`src/rtl/accel_tilt_filter_if.sv`:
```
// Accelerometer-side inputs and filtered-tilt outputs of accel_tilt_filter.
// master = sample source / consumer side, slave = the filter itself.
interface accel_tilt_filter_if;
  logic        [8:0] accel_x_in;
  logic        [8:0] accel_y_in;
  logic              cal_req;
  logic signed [8:0] tilt_x;
  logic signed [8:0] tilt_y;
  logic              tilt_valid;
  logic              cal_busy;
  logic              cal_done;

  modport master (
    output accel_x_in, accel_y_in, cal_req,
    input  tilt_x, tilt_y, tilt_valid, cal_busy, cal_done
  );

  modport slave (
    input  accel_x_in, accel_y_in, cal_req,
    output tilt_x, tilt_y, tilt_valid, cal_busy, cal_done
  );
endinterface

```
`src/rtl/accel_tilt_filter.sv`:
```
// Decimating box-car tilt filter with level calibration, saturation and optional dead zone.
// Optional feature macro: TILT_DEADZONE_EN (defined = dead zone applied in output stage).
module accel_tilt_filter #(
  parameter int CLK_FREQ_HZ    = 100_000_000,
  parameter int SAMPLE_RATE_HZ = 1000,
  parameter int AVG_LOG2       = 3,
  parameter int CAL_LOG2       = 4,
  parameter int DEADZONE       = 6,
  parameter int SIMULATE       = 0
) (
  input  logic                clk,
  input  logic                reset,
  accel_tilt_filter_if.slave  bus
);
  localparam int PERIOD   = (SIMULATE != 0) ? 4 : (CLK_FREQ_HZ / SAMPLE_RATE_HZ);
  localparam int TICK_W   = (PERIOD > 1) ? $clog2(PERIOD) : 1;
  localparam int WIN_LOG2 = (AVG_LOG2 > CAL_LOG2) ? AVG_LOG2 : CAL_LOG2;
  localparam int ACC_W    = 9 + WIN_LOG2;
  localparam int CNT_W    = WIN_LOG2 + 1;
  localparam logic [TICK_W-1:0] TICK_LAST = TICK_W'(PERIOD - 1);
  localparam logic [CNT_W-1:0]  AVG_LAST  = CNT_W'((1 << AVG_LOG2) - 1);
  localparam logic [CNT_W-1:0]  CAL_LAST  = CNT_W'((1 << CAL_LOG2) - 1);

  if (DEADZONE < 0 || DEADZONE > 63) begin : g_bad_deadzone
    $error("accel_tilt_filter: DEADZONE must be in 0..63");
  end

  typedef enum logic [0:0] {ST_RUN = 1'b0, ST_CAL = 1'b1} state_t;

  state_t                   r_state;
  logic [TICK_W-1:0]        r_tick_cnt;
  logic [CNT_W-1:0]         r_cnt;
  logic signed [ACC_W-1:0]  r_acc_x, r_acc_y;
  logic signed [8:0]        r_off_x, r_off_y;
  logic                     r_s1_valid;
  logic signed [8:0]        r_s1_x, r_s1_y;
  logic                     r_tilt_valid, r_cal_busy, r_cal_done;
  logic signed [8:0]        r_tilt_x, r_tilt_y;

  logic                     w_tick;
  logic signed [8:0]        w_sx, w_sy, w_avg_x, w_avg_y, w_sat_x, w_sat_y;
  logic signed [ACC_W-1:0]  w_acc_nx, w_acc_ny;
  logic signed [9:0]        w_d_x, w_d_y;

  function automatic logic signed [8:0] sat9(input logic signed [9:0] d);
    logic signed [8:0] q;
    if (d > 10'sd255)       q = 9'sd255;
    else if (d < -10'sd255) q = -9'sd255;
    else                    q = 9'(d);
    return q;
  endfunction

`ifdef TILT_DEADZONE_EN
  localparam logic signed [8:0] DZ = 9'(DEADZONE);
`endif

  function automatic logic signed [8:0] shape(input logic signed [8:0] d);
    logic signed [8:0] q;
`ifdef TILT_DEADZONE_EN
    if (d > DZ)       q = d - DZ;
    else if (d < -DZ) q = d + DZ;
    else              q = 9'sd0;
`else
    q = d;
`endif
    return q;
  endfunction

  // Offset binary to two's complement is just an MSB flip.
  assign w_sx     = {~bus.accel_x_in[8], bus.accel_x_in[7:0]};
  assign w_sy     = {~bus.accel_y_in[8], bus.accel_y_in[7:0]};
  assign w_acc_nx = r_acc_x + {{(ACC_W-9){w_sx[8]}}, w_sx};
  assign w_acc_ny = r_acc_y + {{(ACC_W-9){w_sy[8]}}, w_sy};
  assign w_avg_x  = w_acc_nx[AVG_LOG2 +: 9];
  assign w_avg_y  = w_acc_ny[AVG_LOG2 +: 9];
  assign w_d_x    = {w_avg_x[8], w_avg_x} - {r_off_x[8], r_off_x};
  assign w_d_y    = {w_avg_y[8], w_avg_y} - {r_off_y[8], r_off_y};
  assign w_sat_x  = sat9(w_d_x);
  assign w_sat_y  = sat9(w_d_y);
  assign w_tick   = (r_tick_cnt == TICK_LAST);

  // Free-running sample-rate divider.
  always_ff @(posedge clk) begin
    if (reset)       r_tick_cnt <= {TICK_W{1'b0}};
    else if (w_tick) r_tick_cnt <= {TICK_W{1'b0}};
    else             r_tick_cnt <= r_tick_cnt + TICK_W'(1);
  end

  // RUN/CAL control, accumulation and the two-stage output pipeline.
  always_ff @(posedge clk) begin
    if (reset) begin
      r_state      <= ST_RUN;
      r_cnt        <= {CNT_W{1'b0}};
      r_acc_x      <= {ACC_W{1'b0}};
      r_acc_y      <= {ACC_W{1'b0}};
      r_off_x      <= 9'sd0;
      r_off_y      <= 9'sd0;
      r_s1_valid   <= 1'b0;
      r_s1_x       <= 9'sd0;
      r_s1_y       <= 9'sd0;
      r_tilt_valid <= 1'b0;
      r_tilt_x     <= 9'sd0;
      r_tilt_y     <= 9'sd0;
      r_cal_busy   <= 1'b0;
      r_cal_done   <= 1'b0;
    end else begin
      r_s1_valid   <= 1'b0;
      r_cal_done   <= 1'b0;
      r_tilt_valid <= r_s1_valid;
      if (r_s1_valid) begin
        r_tilt_x <= shape(r_s1_x);
        r_tilt_y <= shape(r_s1_y);
      end
      case (r_state)
        ST_RUN: begin
          if (w_tick) begin
            if (r_cnt == AVG_LAST) begin
              r_s1_valid <= 1'b1;
              r_s1_x     <= w_sat_x;
              r_s1_y     <= w_sat_y;
              r_acc_x    <= {ACC_W{1'b0}};
              r_acc_y    <= {ACC_W{1'b0}};
              r_cnt      <= {CNT_W{1'b0}};
            end else begin
              r_acc_x <= w_acc_nx;
              r_acc_y <= w_acc_ny;
              r_cnt   <= r_cnt + CNT_W'(1);
            end
          end
          // A calibration request discards the partial window; a just-closed one still emits.
          if (bus.cal_req) begin
            r_state    <= ST_CAL;
            r_cal_busy <= 1'b1;
            r_acc_x    <= {ACC_W{1'b0}};
            r_acc_y    <= {ACC_W{1'b0}};
            r_cnt      <= {CNT_W{1'b0}};
          end
        end
        ST_CAL: begin
          if (w_tick) begin
            if (r_cnt == CAL_LAST) begin
              r_off_x    <= w_acc_nx[CAL_LOG2 +: 9];
              r_off_y    <= w_acc_ny[CAL_LOG2 +: 9];
              r_cal_done <= 1'b1;
              r_cal_busy <= 1'b0;
              r_state    <= ST_RUN;
              r_acc_x    <= {ACC_W{1'b0}};
              r_acc_y    <= {ACC_W{1'b0}};
              r_cnt      <= {CNT_W{1'b0}};
            end else begin
              r_acc_x <= w_acc_nx;
              r_acc_y <= w_acc_ny;
              r_cnt   <= r_cnt + CNT_W'(1);
            end
          end
        end
        default: begin
          r_state    <= ST_RUN;
          r_cal_busy <= 1'b0;
          r_acc_x    <= {ACC_W{1'b0}};
          r_acc_y    <= {ACC_W{1'b0}};
          r_cnt      <= {CNT_W{1'b0}};
        end
      endcase
    end
  end

  assign bus.tilt_x     = r_tilt_x;
  assign bus.tilt_y     = r_tilt_y;
  assign bus.tilt_valid = r_tilt_valid;
  assign bus.cal_busy   = r_cal_busy;
  assign bus.cal_done   = r_cal_done;
endmodule

```
`src/flat_wrapper.sv`:
```
// flat-port wrapper written by rule: the top's interface ports become plain ports
module accel_tilt_filter_flat 
#(
  parameter int CLK_FREQ_HZ    = 100_000_000,
  parameter int SAMPLE_RATE_HZ = 1000,
  parameter int AVG_LOG2       = 3,
  parameter int CAL_LOG2       = 4,
  parameter int DEADZONE       = 6,
  parameter int SIMULATE       = 0
)
  (clk, reset, bus_accel_x_in, bus_accel_y_in, bus_cal_req, bus_tilt_x, bus_tilt_y, bus_tilt_valid, bus_cal_busy, bus_cal_done);
  accel_tilt_filter_if bus_i ();
  input  logic clk;
  input  logic reset;
  input wire logic [$bits(bus_i.accel_x_in)-1:0] bus_accel_x_in;
  input wire logic [$bits(bus_i.accel_y_in)-1:0] bus_accel_y_in;
  input wire logic [$bits(bus_i.cal_req)-1:0] bus_cal_req;
  output wire logic [$bits(bus_i.tilt_x)-1:0] bus_tilt_x;
  output wire logic [$bits(bus_i.tilt_y)-1:0] bus_tilt_y;
  output wire logic [$bits(bus_i.tilt_valid)-1:0] bus_tilt_valid;
  output wire logic [$bits(bus_i.cal_busy)-1:0] bus_cal_busy;
  output wire logic [$bits(bus_i.cal_done)-1:0] bus_cal_done;
  assign bus_i.accel_x_in = bus_accel_x_in;
  assign bus_i.accel_y_in = bus_accel_y_in;
  assign bus_i.cal_req = bus_cal_req;
  assign bus_tilt_x = bus_i.tilt_x;
  assign bus_tilt_y = bus_i.tilt_y;
  assign bus_tilt_valid = bus_i.tilt_valid;
  assign bus_cal_busy = bus_i.cal_busy;
  assign bus_cal_done = bus_i.cal_done;
  accel_tilt_filter #(.CLK_FREQ_HZ(CLK_FREQ_HZ), .SAMPLE_RATE_HZ(SAMPLE_RATE_HZ), .AVG_LOG2(AVG_LOG2), .CAL_LOG2(CAL_LOG2), .DEADZONE(DEADZONE), .SIMULATE(SIMULATE)) u_core (.clk(clk), .reset(reset), .bus(bus_i));
endmodule
```
`config.mk`:
```
export PLATFORM = sky130hd
export DESIGN_NAME = accel_tilt_filter_flat
export DESIGN_NICKNAME = d
export VERILOG_FILES = /design/src/rtl/accel_tilt_filter_if.sv /design/src/rtl/accel_tilt_filter.sv /design/src/flat_wrapper.sv
export SDC_FILE = /design/constraint.sdc
export NUM_CORES = 1
export LEC_CHECK = 0
export ABC_AREA = 1
export ABC_CLOCK_PERIOD_IN_PS = 6480
export BUFFER_PORTS_ARGS = -buffer_cell sky130_fd_sc_hd__buf_2
export CAP_MARGIN = 20
export CORE_MARGIN = 4
export CORE_UTILIZATION = 35
export DETAILED_ROUTE_END_ITERATION = 10
export GPL_TIMING_DRIVEN = 0
export SLEW_MARGIN = 25
export SYNTH_ARGS = -nofsm -noshare
export SYNTH_HDL_FRONTEND = slang
export SYNTH_SLANG_ARGS = --single-unit
export TNS_END_PERCENT = 30
```
`constraint.sdc`:
```
create_clock -name clk -period 6.48 [get_ports clk]
set_clock_uncertainty 0.05 [all_clocks]
set_input_delay 0.324 -clock clk [delete_from_list [all_inputs] [get_ports clk]]
set_output_delay 0.324 -clock clk [all_outputs]
set_load 0.05 [all_outputs]
```
Word-level counts from Yosys, hierarchy flattened:

Index checks and enable logic that the tools add are counted.

* bits in registers: 107
* bits in latches: 0
* bits in writable memories: 0
* bits in read-only memories: 0
* input bits: 21
* output and inout bits: 21
* logic and storage cells: 75
* memories kept: 0

* $add $sub $neg: 6
* multiply operators: 0
* divide/modulo/power cells: 0
* $lt $le $gt $ge: 4
* eq/ne operators: 7
* shift-type cells: 0
* muxes and demuxes: 32
* bitwise operators: 4
* reductions and logical operators: 7

Operators by type and width (count)
* $mux 13: 10
* $pmux 13 s2: 2
* $mux 9: 4
* $add 13x13->13: 2
* $mux 5: 5
* $gt 10x9->1 const B: 2
* $lt 10x9->1 const B: 2
* $sub 9x9->10: 2
* $add 17x1->17 const B: 1
* $eq 17x17->1 const B: 1
* $pmux 5 s2: 1
* $reduce_and 3->1: 3
* $mux 1: 8
* $ne 2x2->1 const B: 3
* $reduce_or 3->1: 2
* $add 5x1->5 const B: 1
* $eq 5x3->1 const B: 1
* $eq 5x4->1 const B: 1
* $not 1->1: 4
* $pmux 1 s2: 2
* $ne 3x2->1 const B: 1
* $reduce_and 2->1: 1
* $reduce_or 2->1: 1

Longest topological paths before layout:

Gate-level depths: netlist of run 1.

* depth in word-level cells: 6
* mapped depth: 21

Worst setup path before layout of run 1:

OpenSTA, ideal clock, no wires.

* kind: in2reg
* start: in bus_accel_x_in[2]
* end: reg u_core.r_s1_x[0]
* setup time: 109 ps
* data arrival time: 2672 ps
* path slack: 3648 ps
* cell stages on the path: 17
* cell sequence: ha_1 -> a21oi_1 -> nand2_1 -> a21boi_0 -> xnor2_1 -> ha_1 -> or2_2 -> nand3_1 -> nand2_1 -> nand2_1 -> nand2_1 -> nand4_1 -> nand2_1 -> nand2_1 -> nand3_1 -> nand2_1 -> inv_1

* word-level cells in the longest chain between the ends: 5
* elaborated cells between the ends (all ways): 6

Ends and longest elaborated chain
* from (decl): line flat_wrapper.sv:15 `input wire logic [$bits(bus_i.accel_x_in)-1:0] bus_accel_x_in;`
* $add 13x13->13 (*): line accel_tilt_filter.sv:72 `assign w_acc_nx = r_acc_x + {{(ACC_W-9){w_sx[8]}}, w_sx};`
* via u_core.w_acc_nx[5]: line accel_tilt_filter.sv:42 `logic signed [ACC_W-1:0] w_acc_nx, w_acc_ny;`
* $sub 9x9->10 (*): line accel_tilt_filter.sv:76 `assign w_d_x = {w_avg_x[8], w_avg_x} - {r_off_x[8], r_off_x};`
* $lt 10x9->1: line accel_tilt_filter.sv:48 `else if (d < -10'sd255) q = -9'sd255;`
* $mux 9: line accel_tilt_filter.sv:48
* $mux 9 (*): line accel_tilt_filter.sv:47 `if (d > 10'sd255) q = 9'sd255;`
* to (signal assigned): line accel_tilt_filter.sv:119 `r_s1_x <= w_sat_x;`
* to (decl): line accel_tilt_filter.sv:36 `logic signed [8:0] r_s1_x, r_s1_y;`

The timed path passes the listed nets; every way through them passes the cells marked *.
A chain may end at the register's enable or synchronous reset.

Final worst setup path of run 1:

* start: reg u_core.r_acc_y[0]
* end: reg u_core.r_s1_y[7]

* word-level cells in the longest chain between the ends: 5
* elaborated cells between the ends (all ways): 6

Ends and longest elaborated chain
* from (decl): line accel_tilt_filter.sv:33 `logic signed [ACC_W-1:0] r_acc_x, r_acc_y;`
* from (signal assigned): line accel_tilt_filter.sv:95 `r_acc_y <= {ACC_W{1'b0}};`
* from (signal assigned): line accel_tilt_filter.sv:122 `r_acc_y <= {ACC_W{1'b0}};`
* from (signal assigned): line accel_tilt_filter.sv:126 `r_acc_y <= w_acc_ny;`
* $add 13x13->13 (*): line accel_tilt_filter.sv:73 `assign w_acc_ny = r_acc_y + {{(ACC_W-9){w_sy[8]}}, w_sy};`
* via u_core.w_acc_ny[4]: line accel_tilt_filter.sv:42
* $sub 9x9->10 (*): line accel_tilt_filter.sv:77 `assign w_d_y = {w_avg_y[8], w_avg_y} - {r_off_y[8], r_off_y};`
* $lt 10x9->1: line accel_tilt_filter.sv:48
* $mux 9: line accel_tilt_filter.sv:48
* $mux 9 (*): line accel_tilt_filter.sv:47
* to (signal assigned): line accel_tilt_filter.sv:120 `r_s1_y <= w_sat_y;`
* to (decl): line accel_tilt_filter.sv:36

Marked as above.

==> results of run 1 <==
[flip-flops by register name (all words and copies together) (netlist names)]
signal                 cells
u_core.r_tick_cnt         17
u_core.bus.tilt_y          9
u_core.bus.cal_busy        1
u_core.r_acc_x            13
u_core.r_state             1
u_core.r_cnt               5
u_core.r_s1_y              9
u_core.r_s1_x              9
u_core.r_off_x             9
u_core.bus.cal_done        1
u_core.bus.tilt_x          9
u_core.bus.tilt_valid      1
u_core.r_acc_y            13
u_core.r_s1_valid          1
u_core.r_off_y             9
[how the worst max path moves through the flow]
stage / end / cells past startpoint / from
finish: u_core.r_s1_y[7] / 16 / u_core.r_acc_y[0]
global route: u_core.r_s1_x[0] / 18 / u_core.r_acc_x[3]
CTS: u_core.r_s1_y[7] / 16 / u_core.r_acc_y[0]
detailed placement: u_core.r_s1_y[7] / 17 / bus_accel_y_in[0]
global placement: u_core.r_s1_y[3] / 17 / bus_accel_y_in[0]
floorplan: u_core.r_s1_x[0] / 17 / bus_accel_x_in[2]
[power by group through the flow]
stage / Combinational (uW) / Sequential, uW / Clock [uW]
2_1_floorplan: 282 / 694 / 0
3_3_place_gp: 364 / 694 / 0
3_5_place_dp: 365 / 695 / 0
4_1_cts: 367 / 679 / 578
5_1_grt: 427 / 681 / 603
6_report: 366 / 679 / 559
[worst max-delay path, delay by kind of cell, from the launching register on]
kind                     cells  cell delay (ns)
flip-flops                   1             0.32
AO/OA/AOI/OAI                1             0.06
buffers and inverters        1             0.07
XOR/XNOR                     1             0.55
AND/OR/NAND/NOR             10             0.95
adder cells (fa/ha/maj)      3             1.24
[routing by layer]
layer / routed length (um) / global-route usage (%) / vias up
met3: 514 / 3.35 / 10
met4: 145 / 3.37 / 0
met2: 5590 / 22.2 / 68
li1: - / - / 2979
met1: 7300 / 20.0 / 2377
met5: 0 / 0 / -
[synthesized netlist by cell type (4+ instances only)]
cell / instances
o21a_1: 4
o21ai_0: 62
nor3_1: 8
o21ai_1: 7
a211oi_1: 4
xnor2_1: 10
dfxtp_1: 107
fa_1: 4
a21oi_1: 84
clkbuf_1: 12
nor2_1: 82
nand3b_1: 4
nand3_1: 45
nand4_1: 15
nand2_1: 225
xor2_1: 19
or2_2: 4
inv_1: 101
ha_1: 46
[area by class of cell]
type,count,area (um2)
fill,1852,10300
multi-input combinational,646,3490
sequential,107,2140
inverter,107,405
tap,225,282
clock buffer,9,225
timing repair buffer,41,205
buffer,18,93.8
clock inverter,7,78.8
[metrics by stage]
stage | setup WS, ns | power, uW | hold WS, ns
floorplan | 3.65 | 976 | 0.368
global route | 2.75 | 1710 | 0.192
detailed placement | 3.00 | 1060 | 0.399
finish | 3.15 | 1600 | 0.168
CTS | 3.14 | 1620 | 0.150
global placement | 3.04 | 1060 | 0.383
[kinds of logic (layout without fill, tap and decap cells)]
kind of cell	count (synthesis)	count (layout)	synth area share, %
DFF	107	107	35.0
adders and majority gates	50	50	10.7
buffers and inverters	125	182	8.15
AOI/OAI and AO/OA	173	173	15.0
xor gates and xnor gates	29	29	4.14
and+or+nand+nor	394	394	27.1
[layout by cell type, fill, tap and decap left out, drive strengths merged, types with 2 or more instances in the layout]
master / count
o211ai: 2
fa: 4
xnor2: 10
nand4: 15
a21o: 3
o21ai: 69
a31oi: 2
a211oi: 4
nand3b: 4
dfxtp: 107
inv: 108
nand2: 227
ha: 46
a21oi: 84
o21a: 4
or2: 5
a22o: 2
xor2: 19
a21boi: 2
nand3: 46
nor3: 10
nor2: 84
buf: 46
clkinv: 6
clkbuf: 22
==> results by group, run 1 <==
Pwr
  • Maximum VDD drop: roughly 0.13 mV
  • Seq pwr share: ~42%
  • PD cells: ~230 nW/um2
  • Leak: approximately 0.0032 uW
  • Combinational power share: a little under a quarter
  • Clk pwr share: about a third
  • Int Power: roughly 1100 uW
  • Net load switching power: between 500 and 600 uW
  • Sw Ratio: between 30 and 40%

Worst setup path
  • Cells along the critical path: ha_1 > fa_1 > nand3_1 > nand2_1 > xor2_1 > fa_1 > inv_1 > nand2_1 > nor2_1 > nand3_1 > nor2_1 > nand3_1 > nand2_1 > nand2_1 > nand2_1 > a21oi_1
  • CP dominant cell by count: nand2_1
  • CP max FO: 8
  • Reg2reg start: u_core.r_acc_y[0]
  • Worst R2R End: u_core.r_s1_y[7]
  • Required time of the critical path: 6.69 ns
  • Worst r2r path cells: 16
  • Worst reg-to-reg setup slack: 3.15 ns
  • Arrival @ worst endpoint: about 3.5 ns
  • Crit-path slowest cell: fa_1
  • CP peak stage delay: 0.57 ns
  • Crit path launch type: flip-flop
  • Critical Path End Type: flip-flop
  • WS Path Type: reg -> reg

CTS
  • Clock buffer count from CTS: 9
  • CTS tree: built
  • CTS Buffer Depth: 2
  • Sink Count: between 100 and 150
  • Clock latency on the worst-skew pair: about 0.36 ns
  • Post-CTS Setup Inserts: 0
  • Cts hold-fix bufs: 0
  • Post-cts resize count: 0
  • Clock Pin Slew Worst Setup and Hold Paths: roughly 0.080 ns
  • H-Tree Depth: 3
  • CTS root buf: clkbuf_16

Die
  • Core box area: roughly 17000 um2
  • Die footprint: around 20000 um2
  • IO Pins: 42
  • Die X: between 100 and 150 um
  • Initial core utilization: around 36%
  • Row count: between 40 and 50
  • Die height: between 100 and 150 um

Run status
  • Outcome: completed

Logic synthesis
  • Synth top area share: 35.0%
  • Syn avg cell area: roughly 7 um2
  • Async SR Flop Fraction: 0%
  • Syn Std Cell Area: approximately 6100 um2
  • Area contributors post-synth: dfxtp_1, nand2_1, ha_1
  • Ys flop type: dfxtp_1
  • Flip-flop and latch count after synthesis: 107
  • Number of synthesized flops with an enable pin: 0
  • Sequential share of the synthesized area: a little over a third
  • Count of cell types in the netlist: 41
  • Syn_nets: ~950
  • Yosys top cell by area: dfxtp_1
  • Post-Syn Instances: a little under 900
  • Synth warnings: 0

Place
  • Placed Instance Area: 6620 um2
  • IO Port Bufs: between 40 and 50
  • Placed insts: between 1000 and 1500
  • Post-DP HPWL: approximately 11000 um
  • RePlAce Congestion: roughly 0.85

Final layout
  • N_diodes: 0
  • Final design utilization: between 40% and 50%
  • Non-Filler Instances: 1160
  • Final nets: 1001
  • Layout area overhead: 12.9%
  • Fin area: roughly 7000 um2
  • Share of cells above drive strength 1: roughly 8.4%

Route
  • Post-DR wirelength/cell: 11.7 um
  • Via-to-Cell Ratio: 4.68
  • DRT iter0 DRCs: 269
  • Vias: 5434
  • DRC: 0
  • Routed wire length: between 10000 and 15000 um
  • Routed Antenna Nets: 0
  • DRT Pass-1 Iters: 5

STA
  • RSZ-0062 raised after global routing: false
  • Period utilisation layout: slightly above 50%
  • Relative slew margins: between 50 and 60%
  • Endpoints failing hold: 0
  • Crit path time final: between 3 and 4 ns
  • Final Setup Violations: 0
  • Setup_tns: 0 ns
  • Max Slew Vio Count: 0
  • Worst-Margin Slew: between 0.6 and 0.7 ns
  • Fmax: ~0.3 GHz

Min path
  • Hold_sp: bus_cal_req
  • Worst hold endpoint: u_core.r_state
  • Worst hold path class: in -> reg
  • WHS Path Cells: 3

Global routing
  • Largest net degree at the start of global routing: 22
  • Number of global-route vias before repair: 5030
  • Antenna violations before repair: 0
  • First-pass GRT wire length: about 23000 um
  • Global-route congestion overflow total: 0
  • Gr usage total: 14.2%

Flow run
  • Max Cap Viol: 0
Power figures use the tool's default switching activity.
==> run 2: changes to the inputs <==
- ABC_CLOCK_PERIOD_IN_PS: 6480 -> 3220
- clock period: 6.48 -> 3.22 ns (I/O delays scaled with it)
==> results by group, run 2 (same netlist as run 1, synthesis figures left out) <==
CTS
  • Sink Count: 107 (unchanged)
  • Clock latency on the worst-skew pair: 0.36 ns (about the same)
  • CTS tree: built (unchanged)
  • Clock buffer count from CTS: 9 (unchanged)
  • CTS Buffer Depth: 2 (unchanged)
  • CTS root buf: clkbuf_16 (unchanged)
  • H-Tree Depth: 3 (unchanged)
  • Clock Pin Slew Worst Setup and Hold Paths: 0.08 ns (about the same)

Final layout
  • Final nets: 1004 (was 1001)
  • Number of flip-flops in the largest register: 17 (unchanged)
  • N_diodes: 0 (unchanged)
  • Layout area overhead: 18.0% (was 12.9%)
  • Most frequent cells in the layout: nand2_1, dfxtp_1, inv_1 (unchanged)
  • Commonest non-fill, non-tap cell in the layout: nand2_1 (unchanged)
  • Share of cells above drive strength 1: 14.0% (was 8.45%)
  • Fill cells: 1807 (was 1852)
  • Biggest regs: u_core.r_tick_cnt (17), u_core.r_acc_x (13), u_core.r_acc_y (13) (unchanged)
  • Final design utilization: 42.0% (was 40.1%)
  • Most flops, register: u_core.r_tick_cnt (unchanged)

Die
  • Die X: 140 um (unchanged)
  • Core box area: 17200 um2 (unchanged)
  • Die height: 140 um (unchanged)
  • Initial core utilization: 35.6% (unchanged)
  • IO Pins: 42 (unchanged)
  • Row count: 48 (unchanged)
  • Die footprint: 19700 um2 (unchanged)

Pwr
  • Leak: 0.00328 uW (was 0.00321 uW)
  • Maximum VDD drop: 0.288 mV (was 0.135 mV)
  • Tot Pwr: 3320 uW (was 1600 uW)
  • PD cells: 458 nW/um2 (was 232 nW/um2)

Worst setup path
  • CP dominant cell by count: nand2_1 (unchanged)
  • Crit path launch type: flip-flop (unchanged)
  • WS Path Type: reg -> reg (unchanged)
  • Required time of the critical path: 3.44 ns (was 6.69 ns)
  • Arrival @ worst endpoint: 3.20 ns (was 3.54 ns)
  • Critical Path End Type: flip-flop (unchanged)
  • CP max FO: 8 (unchanged)
  • CP delay by family, top: simple AND/OR/NAND/NOR gates (was adder cells)
  • CP Depth: 20 (was 16)
  • Worst R2R End: u_core.r_s1_y[0] (was u_core.r_s1_y[7])
  • Reg2reg start: u_core.r_acc_y[2] (was u_core.r_acc_y[0])
  • CP peak stage delay: 0.39 ns (was 0.57 ns)
  • CP startpoint: u_core.r_acc_y[2] (was u_core.r_acc_y[0])
  • Worst reg-to-reg setup slack: 0.23 ns (was 3.15 ns)
  • Crit path to: u_core.r_s1_y[0] (was u_core.r_s1_y[7])
  • Cells along the critical path: ha_2 > nand3_1 > nand2_2 > a21boi_1 > xnor2_1 > ha_1 > nand2_1 > nand2_1 > inv_1 > nand2_1 > nand2_1 > nand2_1 > nand2_1 > nand2_1 > nand3_1 > nand2_1 > clkinv_2 > nand3_1 > nand2_1 > inv_1 (was ha_1 > fa_1 > nand3_1 > nand2_1 > xor2_1 > fa_1 > inv_1 > nand2_1 > nor2_1 > nand3_1 > nor2_1 > nand3_1 > nand2_1 > nand2_1 > nand2_1 > a21oi_1)
  • CP Buf/Inv Count: 3 (was 1)
  • Worst r2r path cells: 20 (was 16)
  • Crit-path slowest cell: ha_2 (was fa_1)

Route
  • Post-DR wirelength/cell: 11.9 um (was 11.7 um)
  • DRT iter0 DRCs: 231 (was 269)
  • Routed Antenna Nets: 0 (unchanged)
  • DRC: 0 (unchanged)
  • Vias: 5511 (was 5434)
  • Routed met2 length: 5940 um (was 5590 um)
  • Top routing layer in use: met4 (unchanged)
  • Met1 wire length: 7220 um (was 7300 um)
  • Routed wire length: 13900 um (was 13600 um)
  • Metal3 WL: 559 um (was 514 um)
  • DRT Pass-1 Iters: 5 (unchanged)
  • Via-to-Cell Ratio: 4.74 (was 4.68)

Place
  • IO Port Bufs: 41 (unchanged)
  • DP Worst Slack: -0.109 ns (was 3.00 ns)
  • Post-DP HPWL: 10700 um (unchanged)
  • RePlAce Congestion: 0.846 (unchanged)

STA
  • Worst-Margin Slew: 0.662 ns (was 0.670 ns)
  • Fmax: 0.335 GHz (was 0.300 GHz)
  • Max Slew Vio Count: 0 (unchanged)
  • Endpoints failing hold: 0 (unchanged)
  • Crit path time final: 2.99 ns (was 3.33 ns)
  • Hold slack final: 0.123 ns (was 0.168 ns)
  • RSZ-0062 raised after global routing: true (was false)
  • Period utilisation layout: 92.7% (was 51.4%)
  • Final worst slack: 0.234 ns (was 3.15 ns)
  • Relative slew margins: 55.9% (was 55.2%)
  • Final Setup Violations: 0 (unchanged)

Global routing
  • Global-route congestion overflow total: 0 (unchanged)
  • First-pass GRT wire length: 23500 um (about the same)
  • Gr usage total: 14.2% (about the same)
  • Largest net degree at the start of global routing: 22 (unchanged)
  • Number of global-route vias before repair: 5045 (was 5030)
  • Antenna violations before repair: 0 (unchanged)

Run status
  • Outcome: completed (unchanged)

Min path
  • WHS Path Cells: 4 (was 3)
  • Worst hold path class: in -> reg (unchanged)

Flow run
  • Max Cap Viol: 0 (unchanged)
[run 2: stage by stage]
stage / area (um2) / instances / TNS, ns
2_1_floorplan: 6130 / 878 / 0
3_3_place_gp: 6620 / 1144 / -0.459
3_5_place_dp: 6620 / 1144 / -0.769
5_1_grt: 7230 / 1163 / -0.0348
4_1_cts: 6960 / 1161 / 0
6_report: 7230 / 1163 / 0
[run 2: worst min-delay path by stage]
stage	from	end	slack, ns
2_1_floorplan	bus_cal_req	u_core.r_state	0.23
3_3_place_gp	bus_cal_req	u_core.r_state	0.37
3_5_place_dp	bus_cal_req	u_core.r_state	0.37
4_1_cts	reset	u_core.r_state	0.11
5_1_grt	reset	u_core.r_state	0.16
6_report	reset	u_core.r_state	0.12
[run 2: what timing repair did]
item | in CTS | in global routing
endpoints found under the hold margin | 1 | 0
pin swaps | 0 | 5
gates cloned | 0 | 0
gates resized for setup | 6 | 56
setup endpoints to repair | 11 | 17
buffers inserted | 0 | 2
hold buffers | 1 | 0
[run 2: layout make-up]
cell class,instances,area (um2),share of cell area (%)
multi-input cells,646,3770,52.2
flip-flops and latches,107,2140,29.6
inverters,107,405,5.61
well taps,225,282,3.89
repair buffers,44,230,3.18
clock buffers,9,225,3.11
plain buffers,18,93.8,1.30
clock inverters,7,78.8,1.09
[run 2: tightest hold or removal path, cell delays in order]
cell	delay (ns)
buf_2	0.10
nor2_1	0.10
o21ai_0	0.09
inv_1	0.04
[run 2: power breakdown]
part	switching, uW	internal, uW
Sequential	18.1	1350
Combinational	511	313
Clock	570	556
[run 2: layer usage]
metal,up-vias,global-route usage [%]
met4,0,3.37
met1,2449,20.0
met3,10,3.35
met5,-,0
li1,2982,-
met2,70,22.2
